$ cat src/rtl/reg_file_ctrl.sv
// rtl/reg_file_ctrl.sv - register file clear sweep and write/read port arbiter
module reg_file_ctrl #(
   parameter int NREGS         = 32,
   parameter int MAX_WR_STREAK = 2
) (
   input  logic        i_clk,
   input  logic        i_rst,
   input  logic        i_wb_valid,
   input  logic [4:0]  i_wb_reg_num,
   input  logic [31:0] i_wb_val,
   output logic        o_wb_ready,
   input  logic        i_rd_valid,
   input  logic [4:0]  i_rd_reg_num_1,
   input  logic [4:0]  i_rd_reg_num_2,
   output logic        o_rd_ready,
   output logic        o_rd_rsp_valid,
   output logic [31:0] o_rd_rs_1,
   output logic [31:0] o_rd_rs_2,
   output logic        o_rf_op,
   output logic [4:0]  o_rf_reg_num_1,
   output logic [4:0]  o_rf_reg_num_2,
   output logic [4:0]  o_rf_w_reg_num,
   output logic [31:0] o_rf_w_val,
   input  logic [31:0] i_rf_rs_1,
   input  logic [31:0] i_rf_rs_2,
   output logic        o_init_done
);

   localparam int SW = (MAX_WR_STREAK < 1) ? 1 : $clog2(MAX_WR_STREAK + 1);
   localparam logic [SW-1:0] STREAK_MAX = SW'(MAX_WR_STREAK);
   localparam logic [4:0]    CNT_LAST   = 5'(NREGS - 1);

   typedef enum logic {ST_CLEAR, ST_RUN} state_e;

   state_e        state_q, state_d;
   logic [4:0]    cnt_q, cnt_d;
   logic [SW-1:0] streak_q, streak_d;
   logic          rsp_valid_q, rsp_valid_d;
   logic [31:0]   rs_1_q, rs_1_d;
   logic [31:0]   rs_2_q, rs_2_d;
   logic          wr_x0, wr_nz, grant_w, grant_r;

   always_ff @(posedge i_clk) begin
      if (i_rst) begin
         state_q     <= ST_CLEAR;
         cnt_q       <= '0;
         streak_q    <= '0;
         rsp_valid_q <= 1'b0;
         rs_1_q      <= '0;
         rs_2_q      <= '0;
      end else begin
         state_q     <= state_d;
         cnt_q       <= cnt_d;
         streak_q    <= streak_d;
         rsp_valid_q <= rsp_valid_d;
         rs_1_q      <= rs_1_d;
         rs_2_q      <= rs_2_d;
      end
   end

   always_comb begin
      state_d        = state_q;
      cnt_d          = cnt_q;
      streak_d       = streak_q;
      rsp_valid_d    = 1'b0;
      rs_1_d         = rs_1_q;
      rs_2_d         = rs_2_q;
      wr_x0          = 1'b0;
      wr_nz          = 1'b0;
      grant_w        = 1'b0;
      grant_r        = 1'b0;
      o_wb_ready     = 1'b0;
      o_rd_ready     = 1'b0;
      o_rf_op        = 1'b0;
      o_rf_reg_num_1 = '0;
      o_rf_reg_num_2 = '0;
      o_rf_w_reg_num = '0;
      o_rf_w_val     = '0;

      case (state_q)
         ST_CLEAR: begin
            o_rf_op        = 1'b1;
            o_rf_w_reg_num = cnt_q;
            cnt_d          = cnt_q + 5'd1;
            if (cnt_q == CNT_LAST) begin
               state_d = ST_RUN;
               cnt_d   = '0;
            end
         end
         ST_RUN: begin
            // x0 writes are acknowledged without touching the port
            wr_x0   = i_wb_valid && (i_wb_reg_num == 5'd0);
            wr_nz   = i_wb_valid && (i_wb_reg_num != 5'd0);
            grant_w = wr_nz && (!i_rd_valid || (streak_q != STREAK_MAX));
            grant_r = i_rd_valid && !grant_w;

            o_wb_ready = wr_x0 || grant_w;
            o_rd_ready = grant_r;

            if (grant_w) begin
               o_rf_op        = 1'b1;
               o_rf_w_reg_num = i_wb_reg_num;
               o_rf_w_val     = i_wb_val;
               if (!i_rd_valid)
                  streak_d = '0;
               else if (streak_q != STREAK_MAX)
                  streak_d = streak_q + SW'(1);
            end else if (grant_r) begin
               o_rf_reg_num_1 = i_rd_reg_num_1;
               o_rf_reg_num_2 = i_rd_reg_num_2;
               streak_d       = '0;
               rsp_valid_d    = 1'b1;
               rs_1_d         = (i_rd_reg_num_1 == 5'd0) ? 32'd0 : i_rf_rs_1;
               rs_2_d         = (i_rd_reg_num_2 == 5'd0) ? 32'd0 : i_rf_rs_2;
            end
         end
         default: state_d = ST_CLEAR;
      endcase
   end

   assign o_rd_rsp_valid = rsp_valid_q;
   assign o_rd_rs_1      = rs_1_q;
   assign o_rd_rs_2      = rs_2_q;
   assign o_init_done    = (state_q == ST_RUN);

endmodule

$ cat config.mk
export PLATFORM = sky130hd
export DESIGN_NAME = reg_file_ctrl
export DESIGN_NICKNAME = d
export VERILOG_FILES = /design/src/rtl/reg_file_ctrl.sv
export SDC_FILE = /design/constraint.sdc
export NUM_CORES = 1
export LEC_CHECK = 0
export ABC_AREA = 1
export ABC_CLOCK_PERIOD_IN_PS = 2000
export BUFFER_PORTS_ARGS = -buffer_cell sky130_fd_sc_hd__clkbuf_2
export CAP_MARGIN = 20
export CORE_UTILIZATION = 45
export CTS_CLUSTER_DIAMETER = 100
export DETAILED_ROUTE_END_ITERATION = 6
export PLACE_DENSITY = 0.82
export SYNTH_ARGS = -nofsm -noshare
export SYNTH_HDL_FRONTEND = slang
export SYNTH_SLANG_ARGS = --single-unit
$ cat constraint.sdc
create_clock -name i_clk -period 2 [get_ports i_clk]
set_clock_uncertainty 0.15 [all_clocks]
set_input_delay 0.4 -clock i_clk [delete_from_list [all_inputs] [get_ports i_clk]]
set_output_delay 0.4 -clock i_clk [all_outputs]
set_load 0.05 [all_outputs]
==> results.py, run 1 <==
metrics = {
    "die": {
        "start_util": 0.467,
        "core-area_um2": 8720,
        "rows": 34,
        "fp.dieH_um": 97.1,
        "fp.dieW_um": 97.1,
        "ios": 231,
        "dieArea_um2": 9430,
    },
    "finish": {
        "layout_common_cells": "206 x nand2_1, 180 x clkbuf_2, 177 x inv_1, 116 x nor2_1, 70 x dfxtp_1",
        "fill_cells": 546,
        "final_layout_size_suffix_gt1_frac": 0.373,
        "diodes": 0,
        "multi_input_area_um2": 2150,
        "syn_to_final_growth_pct": 73.3,
        "num-nets-final": 1083,
        "seqCellArea_um2": 1470,
        "final_common_cell": "nand2_1",
        "final_cell_count_no_fill": 1078,
    },
    "global_routing": {
        "grt_pass1_wl_um": 23900,
        "antenna_found_initial": 0,
        "grt_pass1_vias": 4807,
        "grt_usage": 0.321,
        "grt_max_degree": 52,
        "gr-total-overflow": 0,
    },
    "job": {
        "drv_cap": 0,
    },
    "placed_design": {
        "gp_congestion": 0.783,
        "portBuffers": 230,
        "hpwlAfterDp_um": 8920,
        "placed_cells": 1042,
    },
    "sta": {
        "worst_slew_pin_slew_ps": 398,
        "fin_crit_ps": 2430,
        "maxSlewHeadroom": 0.735,
        "finalHoldViolCount": 0,
        "fin_crit_sh": 1.22,
        "fin_setup_tns_ps": -17820,
        "finalMaxSlewViolations": 0,
        "max_freq_mhz": 411,
        "setup_violations": 52,
        "setup_slack_ps": -430,
        "rsz0062_at_grt": "true",
    },
    "clocking": {
        "numCtsBuffers": 9,
        "cts_buffer_depth": 2,
        "cts_hold_buf": 0,
        "htreeDepth": 3,
        "cts_root_buf": "clkbuf_8",
        "path_clk_slew_ps": 90,
        "insertion_delay_ps": 350,
        "clock-sinks": 73,
        "cts_tree": "done",
    },
    "power_and_ir_drop": {
        "p_seq_frac": 0.454,
        "power.leakage_nw": 4.15,
        "p_int_w": 0.00238,
        "ir_drop_uv": 439,
        "switching_share": 0.262,
        "power.density_nw_per_um2": 457,
        "p_sw_w": 0.000843,
        "pwr-share-clk": 0.416,
        "combPwrFrac": 0.130,
    },
    "setup_path": {
        "path_depth": 11,
        "rrSetupSlack_ps": -20,
        "criticalPathCategory": "reg2out",
        "critical_path.n_buffers_inverters": 5,
        "reg2reg_depth": 14,
        "rr_startpoint": "streak_q[0]",
        "critical_path.top_delay_family": "buffers and inverters",
        "worstSetupStartpoint": "streak_q[0]",
        "cpPeakStageDelay_ps": 360,
        "slowest_stage": "dfxtp_2",
        "cp-start-kind": "flip-flop",
        "worst_r2r_endpoint": "o_rd_rs_2[29]",
        "crit_chain": "inv_2, ha_4, nand2_2, inv_2, nor2_4, nand2_4, inv_4, nand2_8, buf_4, nor2_4, buf_12",
        "arrival_ps": 1880,
        "crit_fanout": 7,
        "crit_required_ps": 1450,
        "endpoint_kind": "output port",
        "crit_path_end": "o_rf_w_val[0]",
    },
    "drt": {
        "route.detailed.wl_per_inst_um": 16.1,
        "drc_errors": 8,
        "vias_per_cell": 4.95,
        "dr.pass1.iters": 7,
        "drt_iter0_markers": 328,
        "postRouteAntennaNets": 0,
        "totalWireLength_um": 17400,
        "via_count": 5339,
    },
    "status": {
        "violations": "design-rule violations, negative setup slack",
        "status": "complete, but fails checks",
    },
    "synthesis": {
        "yosysWarnings": 0,
        "synth.distinct_cells": 25,
        "ys_ff_latch": 73,
        "synth_area_per_cell_um2": 5.68,
        "synthCells": 716,
        "seq_area_frac_synth": 0.359,
        "netlist_area_um2": 4070,
        "synth_fp_nets": 834,
    },
    "hold_path": {
        "min_from": "i_rst",
        "hold_class": "in2reg",
    },
}
## metrics by stage
stage / worst slack (ps) / power (W) / hold slack (ps) / area, µm² / utilization
final: -430 / 0.00322 / 201 / 7050 / 0.809
after global placement: -108 / 0.00184 / 308 / 5960 / 0.683
after detailed placement: -155 / 0.00185 / 313 / 5960 / 0.683
after global routing: -505 / 0.00332 / 189 / 7050 / 0.809
after CTS: -351 / 0.00316 / 158 / 6710 / 0.770
after floorplan: -54.4 / 0.00167 / 259 / 4510 / -
## registers in the layout (all words and copies together), names as in the netlist
register        flops
o_init_done         1
o_rd_rsp_valid      1
o_rd_rs_2          32
streak_q            2
o_rd_rs_1          32
cnt_q               5
## per-layer routing
layer  GRT usage  routed length, µm  part of all wire  up-vias
met5           0                  0                 0        -
met4       0.179               1320             0.076        0
met3      0.0791               1680             0.097      100
met2       0.573               8490              0.49      341
met1       0.344               5910              0.34     2382
li1            -                  -                 -     2516
## cells in the mapped netlist (all sizes together)
| cell | number | share of area |
|---|---|---|
| inv | 183 | 0.17 |
| buf | 21 | 0.031 |
| dfxtp | 73 | 0.36 |
| nand3 | 5 | 0.0074 |
| clkbuf | 17 | 0.016 |
| o21ai | 7 | 0.0086 |
| nand4 | 22 | 0.034 |
| xor2 | 1 | 0.0022 |
| o21bai | 1 | 0.0018 |
| nand2 | 213 | 0.20 |
| a211oi | 1 | 0.0018 |
| ha | 3 | 0.0092 |
| nor2 | 162 | 0.15 |
| a221oi | 1 | 0.0022 |
| nor3 | 1 | 0.0012 |
| a21oi | 5 | 0.0071 |
## power groups by stage
stage	Clock, W	Combinational (W)	Sequential (W)
finish	0.00134	0.000420	0.00146
global route	0.00141	0.000448	0.00146
CTS	0.00134	0.000365	0.00146
detailed placement	0	0.000352	0.00150
global placement	0	0.000346	0.00150
floorplan	0	0.000181	0.00149
## timing repair
action / CTS / global route
gates cloned: 3 / 9
setup endpoints to repair: 50 / 110
gates resized for setup: 95 / 61
buffers inserted: 8 / 5
pin swaps: 3 / 7
## area by class of cell
cell class,count,share of cell area
Sequential cell,73,0.208
Clock inverter,6,0.0128
Tap cell,108,0.0192
Multi-Input combinational cell,422,0.304
Timing Repair Buffer,276,0.338
Clock buffer,10,0.0195
Inverter,183,0.0985
## cell families after synthesis
logic type,after synthesis,share of synthesized area
simple gates,403,0.393
buf+inv,221,0.215
flops,73,0.359
compound gates,15,0.0215
fa+ha+maj,3,0.00923
xor+xnor,1,0.00215
## worst min path at each step
stage                             end  slack [ps]  cells after the start
after floorplan           streak_q[0]         260                      1
after global placement       cnt_q[3]         310                      2
after detailed placement     cnt_q[3]         310                      2
after CTS                 streak_q[1]         160                      2
after global routing         cnt_q[3]         190                      2
final                        cnt_q[3]         200                      2
Power figures use the tool's default switching activity.
==> run 2, diff against run 1 <==
--- a/config.mk
+++ b/config.mk
@@ -5,14 +5,13 @@
 export SDC_FILE = /design/constraint.sdc
 export NUM_CORES = 1
 export LEC_CHECK = 0
-export ABC_AREA = 1
 export ABC_CLOCK_PERIOD_IN_PS = 2000
 export BUFFER_PORTS_ARGS = -buffer_cell sky130_fd_sc_hd__clkbuf_2
 export CAP_MARGIN = 20
-export CORE_UTILIZATION = 45
+export CORE_UTILIZATION = 42
 export CTS_CLUSTER_DIAMETER = 100
 export DETAILED_ROUTE_END_ITERATION = 6
-export PLACE_DENSITY = 0.82
+export PLACE_DENSITY = 0.81
 export SYNTH_ARGS = -nofsm -noshare
 export SYNTH_HDL_FRONTEND = slang
 export SYNTH_SLANG_ARGS = --single-unit
==> run 2 against run 1 <==
The run ends with negative setup slack left. Cell area down 12%. Setup slack worse by 48 ps. Total power up 4.3%. Fmax down 1.9%. Clock power up 16%. Via count down 26%. First-iteration DRC count down 56%. Combinational power down 19%. Utilization down 1.2 points. Wire length down 21%. Non-clock buffer count down 22.
==> results.py, run 2 <==
metrics = {
    "status": {
        "status": "complete, but fails checks",
        "violations": "negative setup slack",
    },
    "synthesis": {
        "synth-async-reset-ratio": 0,
        "synth_top_cells_by_count": "136 x nand2_1, 73 x dfxtp_1, 66 x mux2i_1, 34 x and3_1, 24 x clkbuf_1",
        "synth.area.top_cells": "dfxtp_1 43%, mux2i_1 20%, nand2_1 15%",
        "synthCells": 404,
        "ys_ff_latch": 73,
        "synthFlopType": "dfxtp_1",
        "synth_fp_nets": 522,
        "synth_top_cell_by_area": "dfxtp_1",
        "seq_area_frac_synth": 0.432,
        "synth_most_common_cell": "nand2_1",
        "netlist_area_um2": 3380,
        "synth_area_per_cell_um2": 8.37,
        "synth.distinct_cells": 26,
        "yosysWarnings": 0,
        "yosys.area.top_type_share": 0.432,
        "synth_edf_count": 0,
    },
    "placed_design": {
        "portBuffers": 230,
        "gp_congestion": 0.801,
        "hpwlAfterDp_um": 7760,
    },
    "drt": {
        "route.layer.met1.wl_um": 4840,
        "dr.pass1.iters": 5,
        "wl_met3_um": 1300,
        "drc_errors": 0,
        "via_count": 3975,
        "highest_layer": "met4",
        "totalWireLength_um": 13800,
        "wl_met2_um": 6740,
        "drt_iter0_markers": 144,
        "route.detailed.wl_per_inst_um": 18.5,
        "vias_per_cell": 5.34,
        "postRouteAntennaNets": 0,
    },
    "finish": {
        "syn_to_final_growth_pct": 83.0,
        "num-nets-final": 755,
        "layout_common_cells": "180 x clkbuf_2, 136 x nand2_1, 70 x dfxtp_1, 65 x mux2i_1, 30 x and3_4",
        "final_common_cell": "clkbuf_2",
        "final_layout_size_suffix_gt1_frac": 0.520,
        "diodes": 0,
        "fin_util": 0.797,
    },
    "clocking": {
        "path_clk_slew_ps": 80,
        "clock-sinks": 73,
        "insertion_delay_ps": 330,
        "cts_tree": "done",
        "htreeDepth": 3,
        "cts_buffer_depth": 2,
        "cts_root_buf": "clkbuf_8",
        "cts_hold_buf": 0,
        "numCtsBuffers": 9,
    },
    "die": {
        "rows": 32,
        "dieArea_um2": 8420,
        "core-area_um2": 7770,
        "fp.dieW_um": 91.8,
        "ios": 231,
        "fp.dieH_um": 91.8,
        "start_util": 0.436,
    },
    "global_routing": {
        "grt_max_degree": 61,
        "grt_pass1_wl_um": 20200,
        "gr-total-overflow": 0,
        "grt_usage": 0.306,
        "antenna_found_initial": 0,
        "grt_pass1_vias": 3943,
    },
    "setup_path": {
        "endpoint_kind": "output port",
        "arrival_ps": 1930,
        "crit_required_ps": 1450,
        "criticalPathCategory": "reg2out",
        "crit_fanout": 5,
        "cp-start-kind": "flip-flop",
    },
    "power_and_ir_drop": {
        "power.leakage_nw": 3.28,
        "ir_drop_uv": 507,
        "power.density_nw_per_um2": 542,
    },
    "sta": {
        "max_freq_mhz": 403,
        "worst_slew_pin_slew_ps": 377,
        "setup_violations": 115,
        "finalMaxSlewViolations": 0,
        "rsz0062_at_grt": "true",
        "maxSlewHeadroom": 0.747,
        "setup_slack_ps": -478,
        "finalHoldViolCount": 0,
        "fin_setup_tns_ps": -28170,
        "fin_crit_ps": 2480,
        "fin_crit_sh": 1.24,
    },
    "hold_path": {
        "hold_class": "in2reg",
    },
    "job": {
        "drv_cap": 0,
    },
}
==> run 2: cell count changes after synthesis, moves of 10 or more <==
cell / previous run / this run
nand4_1: 22 / 1
inv_1: 181 / 8
nor2_1: 161 / 11
buf_2: 16 / 3
mux2i_1: 0 / 66
nand2_1: 211 / 136
and3_1: 0 / 34
and2_1: 0 / 10
==> run 2: final timing paths <==
check	startpoint	endpoint	slack, ps	cells after the start
worst max-delay path	streak_q[0]	o_rf_reg_num_1[1]	-480	8
worst max register to register	streak_q[0]	o_rd_rs_2[21]	-200	8
worst min register to register	o_rd_rs_2[22]	o_rd_rs_2[22]	310	2
worst min-delay path	i_rf_rs_1[23]	o_rd_rs_1[23]	130	3
==> run 2: routing by layer <==
metal | GRT usage | up-vias
met4 | 0.172 | 0
met2 | 0.539 | 266
met5 | 0 | -
met3 | 0.0788 | 73
met1 | 0.334 | 1838
li1 | - | 1798
==> run 2: power breakdown <==
part | internal (W) | leakage, nW | switching (W)
Sequential | 0.00146 | 0.590 | 0.00000667
Combinational | 0.000156 | 2.55 | 0.000185
Clock | 0.000996 | 0.137 | 0.000559
==> run 2: worst max-delay path, stage by stage, from the launching register on <==
cell,delay [ps]
dfxtp_2,350
inv_2,70
ha_4,170
a21bo_4,220
a21oi_4,200
or2_4,210
inv_4,60
and2_4,140
clkbuf_16,160
==> run 2: timing repair <==
action                     in CTS  in global routing
setup buffers                   3                  4
cloned                          6                  0
setup endpoints to repair     100                115
gates resized for setup       107                 21
pin swaps                       9                  7
==> run 2: layout make-up <==
class | count | area [µm²]
fill | 454 | 1580
clock inverter | 6 | 138
inverter | 8 | 35.0
timing repair buffer | 254 | 2260
timing repair inverter | 1 | 6.26
multi-input combinational | 290 | 2020
tap | 102 | 128
sequential | 73 | 1470
clock buffer | 10 | 138
==> run 2: logic make-up after synthesis <==
logic type | Yosys count | synth area share
fa+ha+maj | 3 | 0.0111
simple gates | 203 | 0.266
compound gates | 18 | 0.0351
flops | 73 | 0.432
mux | 66 | 0.195
buf+inv | 41 | 0.0610
==> run 2: per-stage QoR <==
stage | area [µm²] | hold slack [ps] | total power [W] | setup WS [ps] | cells
after floorplan | 3690 | 308 | 0.00163 | -76.6 | 404
after global placement | 5140 | 294 | 0.00178 | -209 | 718
after detailed placement | 5140 | 302 | 0.00179 | -234 | 718
after CTS | 6140 | 111 | 0.00334 | -394 | 742
after global routing | 6190 | 111 | 0.00347 | -529 | 744
final | 6190 | 131 | 0.00336 | -478 | 744
